`src/rtl/sprite_pkg.sv`:
```
// Shared constants for the sprite palette fetcher: FSM encodings, Avalon byte-enable, cache bounds.
package sprite_pkg;

    typedef logic [1:0] fsm_state_t;

    localparam fsm_state_t S_IDLE  = 2'd0;
    localparam fsm_state_t S_FETCH = 2'd1;
    localparam fsm_state_t S_DRAIN = 2'd2;

    localparam logic [3:0] BE_ALL        = 4'hF;
    localparam int         PAL_DEPTH_MAX = 64;

endpackage

```
`src/rtl/sprite_palette_regfile.sv`:
```
// Palette cache: one write port, one registered read port (read-before-write), async clear.
module sprite_palette_regfile
    import sprite_pkg::*;
#(
    parameter int DEPTH  = PAL_DEPTH_MAX,
    parameter int ADDR_W = 6,
    parameter int DATA_W = 32
) (
    input  logic              clk,
    input  logic              rst,
    input  logic              we,
    input  logic [ADDR_W-1:0] waddr,
    input  logic [DATA_W-1:0] wdata,
    input  logic              re,
    input  logic [ADDR_W-1:0] raddr,
    output logic [DATA_W-1:0] rdata
);

    logic [DATA_W-1:0] mem [DEPTH];

    // Both ports use non-blocking updates, so a same-cycle read sees the old word.
    always_ff @(posedge clk or posedge rst) begin
        if (rst) begin
            for (int i = 0; i < DEPTH; i++) mem[i] <= '0;
            rdata <= '0;
        end else begin
            if (we) mem[waddr] <= wdata;
            if (re) rdata <= mem[raddr];
        end
    end

endmodule

```
`src/rtl/sprite_palette_fetcher.sv`:
```
// Avalon-MM read master that burst-loads the sprite palette into a local cache and serves lookups.
// Optional PALETTE_CHECKSUM_EN adds a pal_checksum output summing every cached word.
module sprite_palette_fetcher
    import sprite_pkg::*;
#(
    parameter int PAL_DEPTH = 64,
    parameter int ADDR_W    = 6,
    parameter int MAX_PEND  = 2
) (
    input  logic              clk,
    input  logic              reset,
    input  logic              start,
    output logic              busy,
    output logic              done,
    output logic [ADDR_W-1:0] avm_address,
    output logic              avm_read,
    output logic [3:0]        avm_byteenable,
    input  logic              avm_waitrequest,
    input  logic [31:0]       avm_readdata,
    input  logic              avm_readdatavalid,
    input  logic              pix_valid,
    input  logic [ADDR_W-1:0] pix_index,
    output logic              col_valid,
    output logic [31:0]       col_data
`ifdef PALETTE_CHECKSUM_EN
    ,
    output logic [31:0]       pal_checksum
`endif
);

    localparam logic [ADDR_W-1:0] LAST_ADDR = ADDR_W'(PAL_DEPTH - 1);
    localparam logic [ADDR_W:0]   FULL_CNT  = (ADDR_W + 1)'(PAL_DEPTH);
    localparam logic [2:0]        PEND_CAP  = 3'(MAX_PEND);

    fsm_state_t        state;
    logic [ADDR_W-1:0] issue_cnt;
    logic [ADDR_W:0]   recv_cnt;
    logic [2:0]        pend;

    logic start_ok, accept, rdv_ok, drain_done;

    assign start_ok   = (state == S_IDLE) && start;
    assign accept     = avm_read && !avm_waitrequest;
    // Returns with nothing outstanding (or after reset) are strays and must not touch the cache.
    assign rdv_ok     = avm_readdatavalid && (state != S_IDLE) && (pend != 3'd0);
    assign drain_done = (state == S_DRAIN) && (recv_cnt == FULL_CNT);

    assign avm_read       = (state == S_FETCH) && (pend < PEND_CAP);
    assign avm_address    = issue_cnt;
    assign avm_byteenable = BE_ALL;
    assign busy           = (state != S_IDLE);
    assign done           = drain_done;

    always_ff @(posedge clk or posedge reset) begin
        if (reset) begin
            state     <= S_IDLE;
            issue_cnt <= '0;
        end else begin
            case (state)
                S_IDLE: if (start) begin
                    state     <= S_FETCH;
                    issue_cnt <= '0;
                end
                S_FETCH: if (accept) begin
                    if (issue_cnt == LAST_ADDR) state <= S_DRAIN;
                    else                        issue_cnt <= issue_cnt + ADDR_W'(1);
                end
                S_DRAIN: if (drain_done) state <= S_IDLE;
                default: state <= S_IDLE;
            endcase
        end
    end

    always_ff @(posedge clk or posedge reset) begin
        if (reset) begin
            recv_cnt <= '0;
            pend     <= '0;
        end else begin
            if (start_ok)    recv_cnt <= '0;
            else if (rdv_ok) recv_cnt <= recv_cnt + (ADDR_W + 1)'(1);
            case ({accept, rdv_ok})
                2'b10:   pend <= pend + 3'd1;
                2'b01:   pend <= pend - 3'd1;
                default: pend <= pend;
            endcase
        end
    end

    always_ff @(posedge clk or posedge reset) begin
        if (reset) col_valid <= 1'b0;
        else       col_valid <= pix_valid;
    end

    sprite_palette_regfile #(
        .DEPTH  (PAL_DEPTH),
        .ADDR_W (ADDR_W),
        .DATA_W (32)
    ) u_cache (
        .clk   (clk),
        .rst   (reset),
        .we    (rdv_ok),
        .waddr (recv_cnt[ADDR_W-1:0]),
        .wdata (avm_readdata),
        .re    (pix_valid),
        .raddr (pix_index),
        .rdata (col_data)
    );

`ifdef PALETTE_CHECKSUM_EN
    always_ff @(posedge clk or posedge reset) begin
        if (reset)         pal_checksum <= '0;
        else if (start_ok) pal_checksum <= '0;
        else if (rdv_ok)   pal_checksum <= pal_checksum + avm_readdata;
    end
`endif

endmodule
```
`config.mk`:
```
export PLATFORM = sky130hd
export DESIGN_NAME = sprite_palette_fetcher
export DESIGN_NICKNAME = d
export VERILOG_FILES = /design/src/rtl/sprite_pkg.sv /design/src/rtl/sprite_palette_regfile.sv /design/src/rtl/sprite_palette_fetcher.sv
export SDC_FILE = /design/constraint.sdc
export NUM_CORES = 2
export LEC_CHECK = 0
export ABC_AREA = 1
export CAP_MARGIN = 20
export CORE_UTILIZATION = 42
export DETAILED_ROUTE_END_ITERATION = 12
export SYNTH_ARGS = -nofsm -noshare
export SYNTH_HDL_FRONTEND = slang
export SYNTH_SLANG_ARGS = --single-unit
```
`constraint.sdc`:
```
create_clock -name clk -period 195.9 [get_ports clk]
set_input_delay 39.18 -clock clk [delete_from_list [all_inputs] [get_ports clk]]
set_output_delay 39.18 -clock clk [all_outputs]
set_load 0.005 [all_outputs]
```
=== After elaboration in Yosys (flattened, before gate mapping) ===
Index checks and enable logic that the tools add are counted.

* Register bits: 2,099
* Output and inout port bits: 46
* Logic and storage cells: 125

* Muxes and demuxes: 18
* Reductions and logical operators: 16
* Add/sub/neg operators: 4
* Bitwise gates (word level): 2
* Equality and inequality tests: 11
* Order comparisons: 4

{| class="wikitable"
|+ Operators by type and width
! operator !! count
|-
| bitwise mux 2048 bit || 1
|-
| binary-select mux 32 bit (select 6 bit) || 1
|-
| demux 32 bit (select 6 bit) || 1
|-
| 2-to-1 mux 32 bit || 3
|-
| 2-to-1 mux 6 bit || 3
|-
| >= comparator 7 bit, second input constant || 2
|-
| 2-to-1 mux 7 bit || 2
|-
| inverter 6 -> 7 bit || 2
|-
| case mux 6 bit (2 select lines) || 1
|-
| 2-to-1 mux 2 bit || 4
|-
| != test 2 bit, second input constant || 4
|-
| AND reduction 4 bit || 2
|-
| nonzero test 2 bit || 4
|-
| adder 7 x 1 -> 7 bit, second input constant || 1
|-
| == test 7 bit, second input constant || 1
|-
| logical AND 1 bit || 7
|-
| < comparator 7 x 1 -> 1 bit, second input constant || 1
|-
| adder 6 x 1 -> 6 bit, second input constant || 1
|-
| == test 6 bit, second input constant || 1
|-
| case mux 2 bit (3 select lines) || 1
|-
| case mux 3 bit (2 select lines) || 1
|-
| == test 2 x 1 -> 1 bit, second input constant || 2
|-
| == test 2 bit, second input constant || 2
|-
| adder 3 x 1 -> 3 bit, second input constant || 1
|-
| 6 further kinds || 6
|}

=== Depth between registers and ports, before layout ===
* Depth in word-level cells: 6
* Depth in mapped cells: 13
* Gate-level depth less buffers: 10

=== Hierarchy ===
A second synthesis with hierarchy kept.

* Cell total of the unflattened synthesis: 11,645
* Area total of the unflattened synthesis: 93,917.6 um^2

{| class="wikitable"
|+ Modules (own cells, without submodules)
! module !! times used !! cells an instance !! area each (um^2)
|-
| sprite_palette_regfile || 1 || 11,478 || 92,690.1
|-
| sprite_palette_fetcher || 1 || 167 || 1,227.4
|}

=== Worst setup path after synthesis ===
Ideal clock, no wire load.

* Path kind: input -> register
* Start: input pix_index[0]
* End: register u_cache.rdata[0]
* Required time: 195.834 ns
* Stages: 13
* Path slack: 155.194 ns
* Library setup time: 0.066 ns
* Buffers on the path: 4
* Arrival time: 40.640 ns
* Cells stage by stage: buf_2 -> inv_2 -> buf_2 -> clkbuf_1 -> clkbuf_1 -> nand2_1 -> nand3_1 -> nand3_1 -> nand3_1 -> nand3_1 -> nand3_1 -> nand3_1 -> nand2_1

* Word-level cells in the longest chain between the ends: 4

{| class="wikitable"
|+ Ends and longest elaborated chain
! what !! RTL line !! RTL
|-
| start, declared || sprite_palette_fetcher.sv:22 || <nowiki>input logic [ADDR_W-1:0] pix_index,</nowiki>
|-
| inverter 6 -> 7 bit (not written as such) || sprite_palette_regfile.sv:28 || <nowiki>if (re) rdata <= mem[raddr];</nowiki>
|-
| binary-select mux 32 bit (select 6 bit) || sprite_palette_regfile.sv:28 ||
|-
| 2-to-1 mux 32 bit (not written as such) (2 in series) || sprite_palette_regfile.sv:28 ||
|-
| end signal, assigned || sprite_palette_regfile.sv:28 ||
|-
| end, declared || sprite_palette_regfile.sv:16 || <nowiki>output logic [DATA_W-1:0] rdata</nowiki>
|}

Every way passes these cells. The select of a mux whose other input is x is not followed.
A chain may end at the register's enable or synchronous reset.

==> impl_metrics.env <==
export IMPL_finalNonFillerCells=14176
export IMPL_htree_levels=4
export IMPL_cp_common_cell="buf_4"
export IMPL_crit_path_start_kind="primary input"
export IMPL_synth_seq_cells=2099
export IMPL_crit_required_ns=196.72
export IMPL_slew_viol_final=0
export IMPL_p_int_uw=896.5
export IMPL_chipHeight_um=474.3
export IMPL_viasPerCell=5.714
export IMPL_p_clk_share_pct=31.7
export IMPL_synth_area_mm2=0.09369
export IMPL_powerDensity_mw_per_mm2=12.57
export IMPL_core_mm2=0.2219
export IMPL_clock_skew_ns=0.03076
export IMPL_synth_edf_count=0
export IMPL_nets=11076
export IMPL_critical_path_max_stage_delay_ns=0.89
export IMPL_p_leak_nw=46.09
export IMPL_hold_viol_final=0
export IMPL_pre_cts_ws_ns=150.29
export IMPL_synth_avg_cell_area_um2=8.087
export IMPL_dieWidth_um=474.3
export IMPL_grt_antenna_before_repair=5
export IMPL_cts_setup_buffers=0
export IMPL_ys_types=31
export IMPL_grt_pass1_wl_um=474000
export IMPL_hold_class="register to register"
export IMPL_path_clk_slew_ns=0.06
export IMPL_ios=90
export IMPL_finalSetupTns_ns=0
export IMPL_outcome="finished, final reports clean"
export IMPL_netlist_instances=11585
export IMPL_clk_latency_ns=0.86
export IMPL_power_mw=1.296
export IMPL_async_reset_ff_share_pct=100.0
export IMPL_relSlewSlack_pct=23.46
export IMPL_fmax_ghz=0.02250
export IMPL_dp_hpwl_um=159900
export IMPL_place_congestion=0.8178
export IMPL_hold_ws_ns=0.4758
export IMPL_cts_resized_gates=0
export IMPL_combPwrFrac_pct=19.2
export IMPL_vias=80996
export IMPL_drt_iter0_drc=10516
export IMPL_reg2reg_slack_ns=191.87
export IMPL_cts_buffer_depth=3
export IMPL_grt_usage_pct=27.40
export IMPL_grt_max_degree=199
export IMPL_worstPathArrival_ns=45.27
export IMPL_finalCritPeriodShare_pct=22.69
export IMPL_vdd_drop_max_mv=0.009822
export IMPL_layout_setup_ws_ns=151.45
export IMPL_ys_warn_count=0
export IMPL_cts_tree="done"
export IMPL_dpl_instance_area_mm2=0.09573
export IMPL_critPathSlowestCell="buf_4"
export IMPL_stdcell_area_mm2=0.1032
export IMPL_rsz0062_at_grt="false"
export IMPL_p_seq_share_pct=49.0
export IMPL_hold_buffers=0
export IMPL_wl_per_cell_um=21.88
export IMPL_ys_flop_type="dfrtp_1"
export IMPL_rows=173
export IMPL_final_cell_mix="4,084 x nand2_1, 2,099 x dfrtp_1, 2,018 x nand3_1"
export IMPL_worst_pin_slew_ns=1.148
export IMPL_cts_buffers=214
export IMPL_routed_wl_um=310200
export IMPL_setup_viol=0
export IMPL_final_common_cell="nand2_1"
export IMPL_min_period_ns=44.45
export IMPL_grt_remaining_overflow=0
export IMPL_cts_sinks=2099
export IMPL_switching_share_pct=30.84
export IMPL_critPathMaxFanout=95
export IMPL_power_switching_uw=399.8
export IMPL_ys_seq_area_share_pct=56.06
export IMPL_fin_util_pct=46.50
export IMPL_drv_cap=0
export IMPL_start_util_pct=42.23
export IMPL_place_inst=13768
export IMPL_area_growth_pct=10.11
export IMPL_cp_end_kind="asynchronous set/reset pin"
export IMPL_drive_gt1_share_pct=5.580
export IMPL_numPortBuffers=85
export IMPL_dr_pass1_iters=6
export IMPL_fill_cells=21511
export IMPL_cp_cell_sequence="clkdlybuf4s50_1, inv_8, buf_4, buf_4, buf_4, buf_4, buf_4, buf_4"
export IMPL_grt_pass1_vias=76413
export IMPL_cts_root_buffer="clkbuf_16"
export IMPL_critical_path_class="primary input to asynchronous set/reset pin"
export IMPL_dieArea_mm2=0.2250
export IMPL_critPathTopFamily="buffers and inverters"
export IMPL_remaining_drc_errors=0
export IMPL_drtAntennaViolNets=0
export IMPL_critPathBufInv=8
## state kept, by name (all words and copies together) (netlist names)
register and count:
avm_address 6, col_valid 1, pend 3, recv_cnt 7
state 2, u_cache.mem 2048, u_cache.rdata 32
## worst paths after layout
kind                              startpoint                end  depth (start not counted)
worst max-delay path                   reset  u_cache.mem[1892]                          8
worst min-delay path                 pend[0]            pend[0]                          1
worst max register to register      state[0]  u_cache.mem[1013]                         10
worst min register to register       pend[0]            pend[0]                          1
max in group clk                pix_index[0]  u_cache.rdata[13]                         13
min in group asynchronous              reset     avm_address[5]                          2
## layer usage
metal / track usage, % / part of all wire (%)
met5: 0 / 0.015
met1: 38.48 / 44
met4: 8.396 / 2.9
met2: 43.59 / 45
met3: 4.102 / 8.2
## logic make-up after synthesis
logic type / synth area share [%]
xor+xnor: 0.03740
fa+ha+maj: 0.07479
compound gates: 11.08
flops: 56.06
other cells: 0.004003
simple gates: 28.23
buf+inv: 4.514
## cell usage after synthesis (all sizes together), types with 2 or more instances
| cell | count | area, um^2 |
|---|---|---|
| buf | 130 | 569.3 |
| nand3 | 2018 | 10100 |
| xor2 | 2 | 17.52 |
| nor4 | 4 | 76.32 |
| a21oi | 104 | 520.5 |
| nand2 | 4144 | 15680 |
| nand4 | 2 | 12.51 |
| clkbuf | 907 | 3405 |
| o31ai | 2 | 15.01 |
| xnor2 | 2 | 17.52 |
| ha | 4 | 50.05 |
| nor3 | 14 | 130.1 |
| o21ai | 1961 | 9814 |
| clkinv | 33 | 123.9 |
| inv | 35 | 131.4 |
| a31oi | 2 | 12.51 |
| a32o | 2 | 20.02 |
| nor2 | 117 | 444.2 |
| dfrtp | 2099 | 52530 |
## area by class of cell
cell class / instances / area, um^2 / share of cell area (%)
inverters: 68 / 291.5 / 0.2826
multi-input cells: 8384 / 36990 / 35.86
clock inverters: 56 / 589.3 / 0.5713
well taps: 2975 / 3722 / 3.608
diodes: 1 / 2.502 / 0.002426
flip-flops and latches: 2099 / 52530 / 50.92
repair buffers: 260 / 2609 / 2.529
clock buffers: 333 / 6427 / 6.231
## power groups by stage
stage | registers, mW | clock network [mW] | logic (mW)
6_report | 0.636 | 0.412 | 0.249
5_1_grt | 0.650 | 0.434 | 0.290
4_1_cts | 0.633 | 0.417 | 0.249
3_5_place_dp | 0.639 | 0 | 0.248
3_3_place_gp | 0.634 | 0 | 0.239
2_1_floorplan | 0.630 | 0 | 0.191
Note: power is estimated with default switching activity, not from simulation.
